**src/rtl/hi_lo_muldiv_if.sv**
```systemverilog
// Request/result bundle between the control path and the HI/LO mul/div unit.
interface hi_lo_muldiv_if #(
  parameter int unsigned WIDTH = 32
);
  logic             start;
  logic [1:0]       op;
  logic [WIDTH-1:0] operand_a;
  logic [WIDTH-1:0] operand_b;
  logic             busy;
  logic             done;
  logic             HI_write_enable;
  logic             LO_write_enable;
  logic [WIDTH-1:0] HI_write_data;
  logic [WIDTH-1:0] LO_write_data;

  modport master (
    output start, op, operand_a, operand_b,
    input  busy, done, HI_write_enable, LO_write_enable, HI_write_data, LO_write_data
  );

  modport slave (
    input  start, op, operand_a, operand_b,
    output busy, done, HI_write_enable, LO_write_enable, HI_write_data, LO_write_data
  );
endinterface

```
**src/rtl/hi_lo_muldiv_unit.sv**
```systemverilog
// Iterative MULT/MULTU/DIV/DIVU engine writing HI/LO; one iteration per cycle.
module hi_lo_muldiv_unit #(
  parameter int unsigned WIDTH = 32
) (
  input  logic           clk,
  input  logic           reset,
  hi_lo_muldiv_if.slave  bus
);

  localparam int unsigned CW = (WIDTH > 1) ? $clog2(WIDTH) : 1;
  localparam int unsigned AW = 2 * WIDTH;

  typedef enum logic [1:0] {IDLE, RUN, FINISH} state_t;

  state_t           state;
  state_t           state_next;
  logic             accept;
  logic             last_iter;

  logic [CW-1:0]    count;
  logic             is_div;
  logic             neg_q;
  logic             neg_r;
  logic             div_zero;
  logic [WIDTH-1:0] operand_m;
  logic [WIDTH-1:0] a_raw;
  logic [AW-1:0]    acc;

  logic             busy;
  logic             done;
  logic             hi_we;
  logic             lo_we;
  logic [WIDTH-1:0] hi_data;
  logic [WIDTH-1:0] lo_data;

  logic             is_signed_in;
  logic             a_neg_in;
  logic             b_neg_in;
  logic [WIDTH-1:0] a_mag;
  logic [WIDTH-1:0] b_mag;

  logic [WIDTH-1:0] mul_add;
  logic [WIDTH:0]   mul_sum;
  logic [AW-1:0]    mul_next;
  logic [WIDTH:0]   rem_sh;
  logic             div_ge;
  logic [WIDTH-1:0] rem_sub;
  logic [AW-1:0]    div_next;
  logic [AW-1:0]    acc_next;
  logic [AW-1:0]    prod_neg;
  logic [WIDTH-1:0] quot;
  logic [WIDTH-1:0] rem;
  logic [WIDTH-1:0] hi_res;
  logic [WIDTH-1:0] lo_res;

  assign bus.busy            = busy;
  assign bus.done            = done;
  assign bus.HI_write_enable = hi_we;
  assign bus.LO_write_enable = lo_we;
  assign bus.HI_write_data   = hi_data;
  assign bus.LO_write_data   = lo_data;

  // State register.
  always_ff @(posedge clk or posedge reset) begin
    if (reset) state <= IDLE;
    else       state <= state_next;
  end

  // Next-state decode and per-state control strobes.
  always_comb begin
    state_next = state;
    accept     = 1'b0;
    last_iter  = 1'b0;
    case (state)
      IDLE: begin
        if (bus.start) begin
          accept     = 1'b1;
          state_next = RUN;
        end
      end
      RUN: begin
        if (count == CW'(WIDTH - 1)) begin
          last_iter  = 1'b1;
          state_next = FINISH;
        end
      end
      FINISH:  state_next = IDLE;
      default: state_next = IDLE;
    endcase
  end

  // Operand magnitudes and signs at accept; op[0]=0 selects the signed variants.
  always_comb begin
    is_signed_in = ~bus.op[0];
    a_neg_in     = is_signed_in & bus.operand_a[WIDTH-1];
    b_neg_in     = is_signed_in & bus.operand_b[WIDTH-1];
    a_mag        = a_neg_in ? (~bus.operand_a) + WIDTH'(1) : bus.operand_a;
    b_mag        = b_neg_in ? (~bus.operand_b) + WIDTH'(1) : bus.operand_b;
  end

  // One shift-add or restoring-divide step, plus sign-corrected results of that step.
  always_comb begin
    mul_add  = acc[0] ? operand_m : '0;
    mul_sum  = {1'b0, acc[AW-1:WIDTH]} + {1'b0, mul_add};
    mul_next = {mul_sum, acc[WIDTH-1:1]};

    rem_sh   = acc[AW-1:WIDTH-1];
    div_ge   = rem_sh >= {1'b0, operand_m};
    rem_sub  = rem_sh[WIDTH-1:0] - operand_m;
    div_next = {(div_ge ? rem_sub : rem_sh[WIDTH-1:0]), acc[WIDTH-2:0], div_ge};

    acc_next = is_div ? div_next : mul_next;
    prod_neg = (~acc_next) + AW'(1);
    quot     = acc_next[WIDTH-1:0];
    rem      = acc_next[AW-1:WIDTH];

    hi_res = '0;
    lo_res = '0;
    if (!is_div) begin
      {hi_res, lo_res} = neg_q ? prod_neg : acc_next;
    end else if (div_zero) begin
      // Divide by zero: raw dividend in HI, all ones in LO, no sign fix-up.
      hi_res = a_raw;
      lo_res = '1;
    end else begin
      lo_res = neg_q ? (~quot) + WIDTH'(1) : quot;
      hi_res = neg_r ? (~rem) + WIDTH'(1) : rem;
    end
  end

  // Datapath and registered outputs; results land on the edge entering FINISH.
  always_ff @(posedge clk or posedge reset) begin
    if (reset) begin
      count     <= '0;
      is_div    <= 1'b0;
      neg_q     <= 1'b0;
      neg_r     <= 1'b0;
      div_zero  <= 1'b0;
      operand_m <= '0;
      a_raw     <= '0;
      acc       <= '0;
      busy      <= 1'b0;
      done      <= 1'b0;
      hi_we     <= 1'b0;
      lo_we     <= 1'b0;
      hi_data   <= '0;
      lo_data   <= '0;
    end else begin
      done  <= 1'b0;
      hi_we <= 1'b0;
      lo_we <= 1'b0;
      if (accept) begin
        is_div    <= bus.op[1];
        neg_q     <= a_neg_in ^ b_neg_in;
        neg_r     <= a_neg_in;
        div_zero  <= (bus.operand_b == '0);
        a_raw     <= bus.operand_a;
        operand_m <= bus.op[1] ? b_mag : a_mag;
        acc       <= bus.op[1] ? {{WIDTH{1'b0}}, a_mag} : {{WIDTH{1'b0}}, b_mag};
        count     <= '0;
        busy      <= 1'b1;
      end else if (state == RUN) begin
        acc   <= acc_next;
        count <= count + CW'(1);
        if (last_iter) begin
          hi_data <= hi_res;
          lo_data <= lo_res;
          done    <= 1'b1;
          hi_we   <= 1'b1;
          lo_we   <= 1'b1;
        end
      end else if (state == FINISH) begin
        busy <= 1'b0;
      end
    end
  end

endmodule

```
**src/flat_wrapper.sv**
```systemverilog
// flat-port wrapper written by rule: the top's interface ports become plain ports
module hi_lo_muldiv_unit_flat 
#(
  parameter int unsigned WIDTH = 32
)
  (clk, reset, bus_start, bus_op, bus_operand_a, bus_operand_b, bus_busy, bus_done, bus_HI_write_enable, bus_LO_write_enable, bus_HI_write_data, bus_LO_write_data);
  hi_lo_muldiv_if #(.WIDTH(WIDTH)) bus_i ();
  input  logic clk;
  input  logic reset;
  input wire logic [$bits(bus_i.start)-1:0] bus_start;
  input wire logic [$bits(bus_i.op)-1:0] bus_op;
  input wire logic [$bits(bus_i.operand_a)-1:0] bus_operand_a;
  input wire logic [$bits(bus_i.operand_b)-1:0] bus_operand_b;
  output wire logic [$bits(bus_i.busy)-1:0] bus_busy;
  output wire logic [$bits(bus_i.done)-1:0] bus_done;
  output wire logic [$bits(bus_i.HI_write_enable)-1:0] bus_HI_write_enable;
  output wire logic [$bits(bus_i.LO_write_enable)-1:0] bus_LO_write_enable;
  output wire logic [$bits(bus_i.HI_write_data)-1:0] bus_HI_write_data;
  output wire logic [$bits(bus_i.LO_write_data)-1:0] bus_LO_write_data;
  assign bus_i.start = bus_start;
  assign bus_i.op = bus_op;
  assign bus_i.operand_a = bus_operand_a;
  assign bus_i.operand_b = bus_operand_b;
  assign bus_busy = bus_i.busy;
  assign bus_done = bus_i.done;
  assign bus_HI_write_enable = bus_i.HI_write_enable;
  assign bus_LO_write_enable = bus_i.LO_write_enable;
  assign bus_HI_write_data = bus_i.HI_write_data;
  assign bus_LO_write_data = bus_i.LO_write_data;
  hi_lo_muldiv_unit #(.WIDTH(WIDTH)) u_core (.clk(clk), .reset(reset), .bus(bus_i));
endmodule
```
**config.mk**
```make
export PLATFORM = sky130hd
export DESIGN_NAME = hi_lo_muldiv_unit_flat
export DESIGN_NICKNAME = d
export VERILOG_FILES = /design/src/rtl/hi_lo_muldiv_if.sv /design/src/rtl/hi_lo_muldiv_unit.sv /design/src/flat_wrapper.sv
export SDC_FILE = /design/constraint.sdc
export NUM_CORES = 1
export LEC_CHECK = 0
export ABC_AREA = 1
export CORE_AREA = 2 2 171 240
export CTS_CLUSTER_DIAMETER = 50
export DETAILED_ROUTE_END_ITERATION = 8
export DIE_AREA = 0 0 173 242
export GPL_ROUTABILITY_DRIVEN = 0
export PLACE_DENSITY = 0.71
export SETUP_SLACK_MARGIN = 0.02
export SLEW_MARGIN = 20
export SYNTH_ARGS = -nofsm -noshare
export SYNTH_HDL_FRONTEND = slang
export SYNTH_SLANG_ARGS = --single-unit
export TNS_END_PERCENT = 10
```
**constraint.sdc**
```tcl
create_clock -name clk -period 8.79 [get_ports clk]
set_input_delay 1.758 -clock clk [delete_from_list [all_inputs] [get_ports clk]]
set_output_delay 1.758 -clock clk [all_outputs]
set_load 0.005 [all_outputs]
```
# == After elaboration in Yosys (flattened, before gate mapping) ==
# Index checks and enable logic that the tools add are counted.
# op_classes
order_cmp,1
mux,31
n_addsub,8
n_reduce_logical,7
n_eq_ne,6
bitwise_logic,10
# ops
op,count
2-to-1 mux 32 bit,12
2-to-1 mux 64 bit,4
adder 32 x 1 -> 32 bit (second input constant),4
NOT 32 bit,4
adder 64 x 1 -> 64 bit (second input constant),1
NOT 64 bit,1
adder 32 x 32 -> 33 bit,1
greater-or-equal comparator 33 x 32 -> 1 bit,1
zero test 32 bit,1
subtractor 32 bit,1
2-to-1 mux 1 bit,10
2-to-1 mux 5 bit,2
adder 5 x 1 -> 5 bit (second input constant),1
equality test 5 bit (second input constant),1
2-to-1 mux 2 bit,2
!= test 2 x 1 -> 1 bit (second input constant),2
case mux 2 bit (2 select lines),1
AND reduction 2 bit,2
nonzero test 2 bit,2
AND reduction 3 bit,1
AND 1 bit,2
equality test 2 x 1 -> 1 bit (second input constant),1
equality test 2 bit (second input constant),1
zero test 2 bit,1
other kinds (3),4
# word_totals
reg_bits,205
inputBits,69
out_inout_bits,68
elab_cells,76

# == Logic depth before layout (Yosys ltp) ==
# Gate-level depths: netlist of the first run.
# logic_depth
depth_word,8
depth_mapped,32
mapped_depth_nobuf,30

# == Least setup slack after synthesis of the first run ==
# No wires, ideal clock.
# synth_timing
path_kind,in2reg
from,in bus_operand_a[0]
to,reg u_core.acc[30]
cell_stages,20
t_required_ns,8.670
arrival_ns,3.870
n_path_buf,0
setup_time_ns,0.120
path_slack_ns,4.800
path_cell_list,inv_1 ha_1 inv_1 nor3_1 nand3_1 nor3_1 nand2_1 nor3_1 nand3_1 nor2_1 nand3_1 nor2_1 nand3_1 nand2_1 o21ai_0 xor2_1 nand2_1 nand3_1 o21ai_0 inv_1
# synth_via
elab_chain_cells,5
# synth_lines
element,line_no,source
"start, declared",flat_wrapper.sv:12,input wire logic [$bits(bus_i.operand_a)-1:0] bus_operand_a;
NOT 32 bit,hi_lo_muldiv_unit.sv:97,a_mag = a_neg_in ? (~bus.operand_a) + WIDTH'(1) : bus.operand_a;
adder 32 x 1 -> 32 bit,hi_lo_muldiv_unit.sv:97,
2-to-1 mux 32 bit,hi_lo_muldiv_unit.sv:97,
2-to-1 mux 32 bit,hi_lo_muldiv_unit.sv:159,"acc <= bus.op[1] ? {{WIDTH{1'b0}}, a_mag} : {{WIDTH{1'b0}}, b_mag};"
2-to-1 mux 64 bit,hi_lo_muldiv_unit.sv:152,if (accept) begin
"end signal, assigned",hi_lo_muldiv_unit.sv:159,
"end signal, assigned",hi_lo_muldiv_unit.sv:163,acc <= acc_next;
"end, declared",hi_lo_muldiv_unit.sv:27,logic [AW-1:0] acc;
# Every way passes these cells.
# A chain may end at the register's enable or synchronous reset.

# == Worst setup path in the final report of the first run ==
# layout_timing
from,reg u_core.acc[33]
to,"reg u_core.hi_data[2], in the netlist u_core.bus.HI_write_data[2]"
# layout_via
elab_chain_cells,8
word_cells_on_any_way,13
classes_between,add/sub (4); order compare (1); mux (6); bitwise (2)
# layout_lines
element,line_no,source
subtractor 32 bit or greater-or-equal comparator 33 x 32 -> 1 bit (tied branches),"hi_lo_muldiv_unit.sv:109, hi_lo_muldiv_unit.sv:108",
2-to-1 mux 32 bit,hi_lo_muldiv_unit.sv:110,"div_next = {(div_ge ? rem_sub : rem_sh[WIDTH-1:0]), acc[WIDTH-2:0], div_ge};"
2-to-1 mux 64 bit (*),hi_lo_muldiv_unit.sv:112,acc_next = is_div ? div_next : mul_next;
NOT 32 bit,hi_lo_muldiv_unit.sv:127,hi_res = neg_r ? (~rem) + WIDTH'(1) : rem;
adder 32 x 1 -> 32 bit,hi_lo_muldiv_unit.sv:127,
2-to-1 mux 32 bit,hi_lo_muldiv_unit.sv:127,
2-to-1 mux 32 bit,hi_lo_muldiv_unit.sv:121,end else if (div_zero) begin
2-to-1 mux 32 bit (*),hi_lo_muldiv_unit.sv:119,if (!is_div) begin
"end signal, assigned",hi_lo_muldiv_unit.sv:166,hi_data <= hi_res;
"end, declared",hi_lo_muldiv_unit.sv:33,logic [WIDTH-1:0] hi_data;
# Every way passes the cells marked *; elsewhere a longest branch is shown, timed or not.

==> results of run 1 <==
==> routing by layer <==
layer / up-vias / track usage / part of all wire
met2: 1413 / 0.610 / 0.44
met4: 6 / 0.367 / 0.12
met5: - / 0 / 0.00040
li1: 10300 / - / -
met1: 10300 / 0.422 / 0.34
met3: 435 / 0.0866 / 0.099
==> critical path, stage by stage, from the launching register on <==
cell and delay, ns:
dfrtp_1 0.43, ha_1 0.52, nand2_1 0.15, nand3b_1 0.15, nor2_1 0.06, nand2_1 0.08, nand2_2 0.07, nor2_4 0.45
buf_4 0.37, nand3_1 0.21, o21ai_1 0.32, ha_1 0.28, nand3_2 0.12, nor2_4 0.19, nand4_2 0.12, nor3_2 0.19
nand4_1 0.16, nor2_2 0.14, nand4_1 0.24, clkinv_1 0.12, nand2_2 0.08, nand3_1 0.08, nand3_1 0.23, o211ai_1 0.20
o21ai_0 0.11, inv_1 0.08
==> Yosys cell counts (4+ instances only) <==
library cell  count
buf_4             6
nor2_2           28
nand4_2           5
o21ai_2           6
o21ai_4           4
buf_1             8
o21bai_1          6
dfrtp_1         205
clkinv_1          7
nand3_2          14
buf_6             9
nor2_1          260
nor3_1           32
a2bb2oi_1        19
o21a_1            5
and2_1            5
o22ai_1          47
a21oi_1         121
nand3b_1         11
inv_2            14
nand2_2          29
a22oi_1          29
xnor2_1          15
clkbuf_1         67
inv_1           475
o221ai_1          6
buf_2            23
xor2_1           84
nor4_1           13
nand4_1          41
o21ai_0         183
a31oi_1          11
nand2_1         969
nand3_1         249
or2_2            17
o21ai_1          16
ha_1             70
o211ai_1         16
nor2_4            8
==> area by class of cell <==
class / count / area, µm²
fill: 3994 / 17600
multi-input combinational: 2353 / 12100
sequential: 205 / 5130
inverter: 496 / 1870
timing repair buffer: 157 / 1520
clock buffer: 35 / 778
tap: 534 / 668
clock inverter: 17 / 231
==> sequential cells by signal, summed over array words and instances, names as in the netlist <==
register and cells:
u_core.a_raw 32, u_core.acc 64, u_core.bus.HI_write_data 32, u_core.bus.LO_write_data 32, u_core.bus.busy 1, u_core.bus.done 1
u_core.count 5, u_core.div_zero 1, u_core.is_div 1, u_core.neg_q 1, u_core.neg_r 1, u_core.operand_m 32
u_core.state 2
==> path summary, 6_finish.rpt <==
path	from	endpoint	slack [ns]	cells past startpoint
hold reg to reg	u_core.bus.HI_write_data[27]$_DFFE_PP0P_	u_core.bus.HI_write_data[27]$_DFFE_PP0P_	0.48	2
min in group asynchronous	reset	u_core.bus.LO_write_data[28]$_DFFE_PP0P_	1.70	2
setup / recovery	u_core.acc[33]$_DFFE_PP0P_	u_core.bus.HI_write_data[2]$_DFFE_PP0P_	3.54	25
hold / removal	u_core.bus.HI_write_data[27]$_DFFE_PP0P_	u_core.bus.HI_write_data[27]$_DFFE_PP0P_	0.48	2
max in group asynchronous	reset	u_core.is_div$_DFFE_PP0P_	5.69	3
setup reg to reg	u_core.acc[33]$_DFFE_PP0P_	u_core.bus.HI_write_data[2]$_DFFE_PP0P_	3.54	25
==> logic make-up (layout without fill, tap and decap cells) <==
kind of cell / count (synthesis) / count (layout) / synth area share
flip-flops: 205 / 205 / 0.262
AND/OR/NAND/NOR: 1693 / 1693 / 0.376
adder cells (fa/ha/maj): 72 / 72 / 0.0468
XOR/XNOR: 99 / 99 / 0.0443
buffers and inverters: 610 / 705 / 0.124
AO/OA/AOI/OAI: 489 / 489 / 0.148
==> per-stage QoR <==
stage | hold WS (ns) | setup slack [ns] | area (µm²)
after floorplan | 0.448 | 1.44 | 19600
after global placement | 0.463 | 3.58 | 21200
after detailed placement | 0.465 | 3.56 | 21200
after CTS | 0.482 | 3.70 | 22300
after global routing | 0.495 | 3.09 | 22300
final | 0.476 | 3.54 | 22300
==> flow_summary.ini, run 1 <==
[status]
status = finished clean

[die]
fp-row-count = 87
fp.dieW_um = 173
dieArea_um2 = 41900
io_pins = 137
die_h_um = 242
coreArea_um2 = 39800
initial_core_util = 0.492

[min_path]
hold_path_class = register to register

[clock_tree]
path_clk_slew_ns = 0.07
clk_root_buffer_cell = clkbuf_16
cts_tree = done
hold_buffers = 0
cts_resized = 0
insertion_delay_ns = 0.59
ctsHtreeMaxLevel = 1
cts_buffers = 28
clock-sinks = 205
cts_buffer_depth = 3
cts_setup_buffers = 0

[routing]
via_per_inst = 5.91
via_count = 22400
drc = 0
ant_nets = 0
wl_um = 82300
first_iter_violations = 2737
first_pass_iters = 8
detail_route.wl_per_cell_um = 21.7

[synth]
ys_async_sr_fraction = 1.00
synth_cell_types = 57
synth_warnings = 0
synth.avg_cell_area_um2 = 6.18
synth-edff-count = 0
synth_nets = 3309
synth_top_area_cell = dfrtp_1
synthFlopType = dfrtp_1
yosysTopAreaCellShare = 0.262
ys_seq_area_frac = 0.262
postSynthCellCount = 3168
ys_ff_latch = 205
netlist_top_cells_area = dfrtp_1, nand2_1, inv_1, nand3_1, nor2_1
syn_area_um2 = 19600

[worst_setup_path]
cp.required_ns = 9.30
crit_type = register to register
critical_path.max_fanout = 19
worstPathArrival_ns = 5.76
worstSetupStartpointType = register
critPathCaptureType = register

[timing]
slew_headroom = 0.235
setup_viol = 0
tns_ns = 0
min_period_over_period = 0.597
max_freq_mhz = 191
rsz0062_at_grt = no
fin_crit_ns = 5.25
finalClockSkew_ns = 0.0279
hold_viol = 0
worst_pin_slew_ns = 1.14
slew_violations = 0

[finish]
final_util = 0.559
final_common_cell = nand2_1
areaGrowthSynthToFinish_pct = 13.6
drive_above_1_share = 0.0644
fin_cells = 3797
nets = 3382
antennaDiodeCount = 0
final_cell_mix = nand2_1, inv_1, nor2_1

[place]
post-dp-hpwl_um = 62200
dp.cells = 3745
io_buffers = 136

[global_routing]
grt_pass1_wl_um = 124000
grt_max_degree = 148
grt_overflow_total = 0
antenna_found_initial = 3
first_global_vias = 21600
track_usage = 0.384

[job]
cap_violations = 0
Power of run 1 is left out: the tool's default activity adds up to more than one toggle a clock period on the data nets, which glitch-free logic cannot reach.
==> run 2, diff against run 1 <==
--- a/config.mk
+++ b/config.mk
@@ -11,7 +11,7 @@
 export DETAILED_ROUTE_END_ITERATION = 8
 export DIE_AREA = 0 0 173 242
 export GPL_ROUTABILITY_DRIVEN = 0
-export PLACE_DENSITY = 0.71
+export PLACE_DENSITY = 0.73
 export SETUP_SLACK_MARGIN = 0.02
 export SLEW_MARGIN = 20
 export SYNTH_ARGS = -nofsm -noshare
==> constraint.sdc (replaced) <==
create_clock -name clk -period 4.8 [get_ports clk]
set_input_delay 0.96 -clock clk [delete_from_list [all_inputs] [get_ports clk]]
set_output_delay 0.96 -clock clk [all_outputs]
set_load 0.005 [all_outputs]
==> run 2 against run 1 <==
- non-clock buffer count rose by 30
- largest cell class unchanged
- final area rose by 0.43%
- die area did not move
- critical path depth fell by 3
- count of clock-buffer cells in the layout fell by 7
- critical endpoint is now u_core.bus.HI_write_data[19]$_DFFE_PP0P_
- wire length rose by 3.1%
- sequential cell count did not move
- setup slack got worse by 3.2 ns
- first-iteration DRC count rose by 15%
==> flow_summary.ini, run 2 (synthesis gave the netlist of run 1 again) <==
[worst_setup_path]
worstReg2RegStart = u_core.acc[0]$_DFFE_PP0P_
r2r_setup_slack_ns = 0.31
rr_worst_depth = 22
critPathCaptureType = register
crit_type = register to register
critical_path.max_fanout = 28
worstPathArrival_ns = 5.01
timing.rr.end = u_core.bus.HI_write_data[19]$_DFFE_PP0P_
cp.required_ns = 5.32
worstSetupStartpointType = register

[routing]
detail_route.wl_per_cell_um = 22.2
first_iter_violations = 3147
via_per_inst = 6.02
ant_nets = 0
wl_um = 84900
first_pass_iters = 7
via_count = 23000
drc = 0

[clock_tree]
ctsHtreeMaxLevel = 1
cts_setup_buffers = 0
cts_buffer_depth = 3
cts_tree = done
insertion_delay_ns = 0.58
clock-sinks = 205
cts_resized = 0
path_clk_slew_ns = 0.06
hold_buffers = 0
cts_buffers = 25
clk_root_buffer_cell = clkbuf_16

[timing]
rsz0062_at_grt = no
hold_viol = 0
slew_headroom = 0.206
slew_violations = 0
fin_crit_ns = 4.49
worst_pin_slew_ns = 1.18
tns_ns = 0
finalClockSkew_ns = 0.0324
min_period_over_period = 0.936
max_freq_mhz = 223
setup_viol = 0

[die]
fp-row-count = 87
die_h_um = 242
fp.dieW_um = 173
io_pins = 137
initial_core_util = 0.492
coreArea_um2 = 39800
dieArea_um2 = 41900

[global_routing]
first_global_vias = 21700
track_usage = 0.396
antenna_found_initial = 1
grt_overflow_total = 0
grt_max_degree = 139
grt_pass1_wl_um = 126000

[finish]
areaGrowthSynthToFinish_pct = 14.1
final_common_cell = nand2_1
nets = 3409
antennaDiodeCount = 0
drive_above_1_share = 0.0724
final_cell_mix = nand2_1, inv_1, nor2_1
largest_reg_flops = 64
fin_area_um2 = 22400
largest-register = u_core.acc

[status]
status = finished clean

[min_path]
hold_depth = 2
hold_path_class = register to register
min_to = u_core.bus.HI_write_data[29]$_DFFE_PP0P_
hp-start = u_core.bus.HI_write_data[29]$_DFFE_PP0P_

[place]
dpl_cell_area_um2 = 21500
post-dp-hpwl_um = 64200
io_buffers = 136

[job]
cap_violations = 0
## run 2: how the worst max path moves through the flow
stage / start / end / slack, ns / cells past startpoint
after global routing: u_core.acc[35]$_DFFE_PP0P_ / u_core.bus.HI_write_data[26]$_DFFE_PP0P_ / 0.07 / 29
after global placement: u_core.acc[0]$_DFFE_PP0P_ / u_core.bus.HI_write_data[15]$_DFFE_PP0P_ / 0.44 / 24
after floorplan: reset / u_core.a_raw[0]$_DFFE_PP0P_ / 1.18 / 1
after detailed placement: u_core.acc[0]$_DFFE_PP0P_ / u_core.bus.HI_write_data[15]$_DFFE_PP0P_ / 0.35 / 24
final: u_core.acc[0]$_DFFE_PP0P_ / u_core.bus.HI_write_data[19]$_DFFE_PP0P_ / 0.31 / 22
after CTS: u_core.acc[0]$_DFFE_PP0P_ / u_core.bus.HI_write_data[15]$_DFFE_PP0P_ / 0.33 / 24
## run 2: worst max-delay path, cell delays in order, from the launching register on
cell     delay, ns
dfrtp_1       0.54
buf_4         0.42
nand2_1       0.13
inv_1         0.07
ha_1          0.32
nand4_1       0.21
o21ai_0       0.61
nand2_1       0.17
nand2_1       0.18
nand2_1       0.07
nand3_1       0.07
nand3_1       0.20
inv_1         0.21
nand2_1       0.07
nor2_1        0.19
nand3_1       0.13
nand2_1       0.21
nand3_1       0.12
nand2_1       0.08
nor2_1        0.05
o21ai_1       0.21
nand2_1       0.09
nand2_1       0.08
## run 2: stage by stage
step | worst slack [ns] | hold WS (ns) | instances | utilization
2_1_floorplan | 1.18 | 0.448 | 3168 | -
3_3_place_gp | 0.444 | 0.463 | 3775 | 0.539
3_5_place_dp | 0.353 | 0.467 | 3775 | 0.539
4_1_cts | 0.332 | 0.484 | 3821 | 0.560
5_1_grt | 0.0714 | 0.503 | 3821 | 0.561
6_report | 0.307 | 0.479 | 3821 | 0.561
## run 2: final cells by class
type	count	area, µm²
timing repair buffer	187	1760
sequential	205	5130
multi-input combinational	2353	12100
clock buffer	28	647
fill	3924	17500
clock inverter	18	206
tap	534	668
inverter	496	1870
## run 2: routing by layer
metal / GRT usage / share of wire / vias up
met2: 0.631 / 0.44 / 1690
met4: 0.375 / 0.12 / 0
met5: 0 / 0 / -
met1: 0.450 / 0.34 / 10400
li1: - / - / 10400
met3: 0.0610 / 0.10 / 511
Power of run 2 is left out for the same reason.
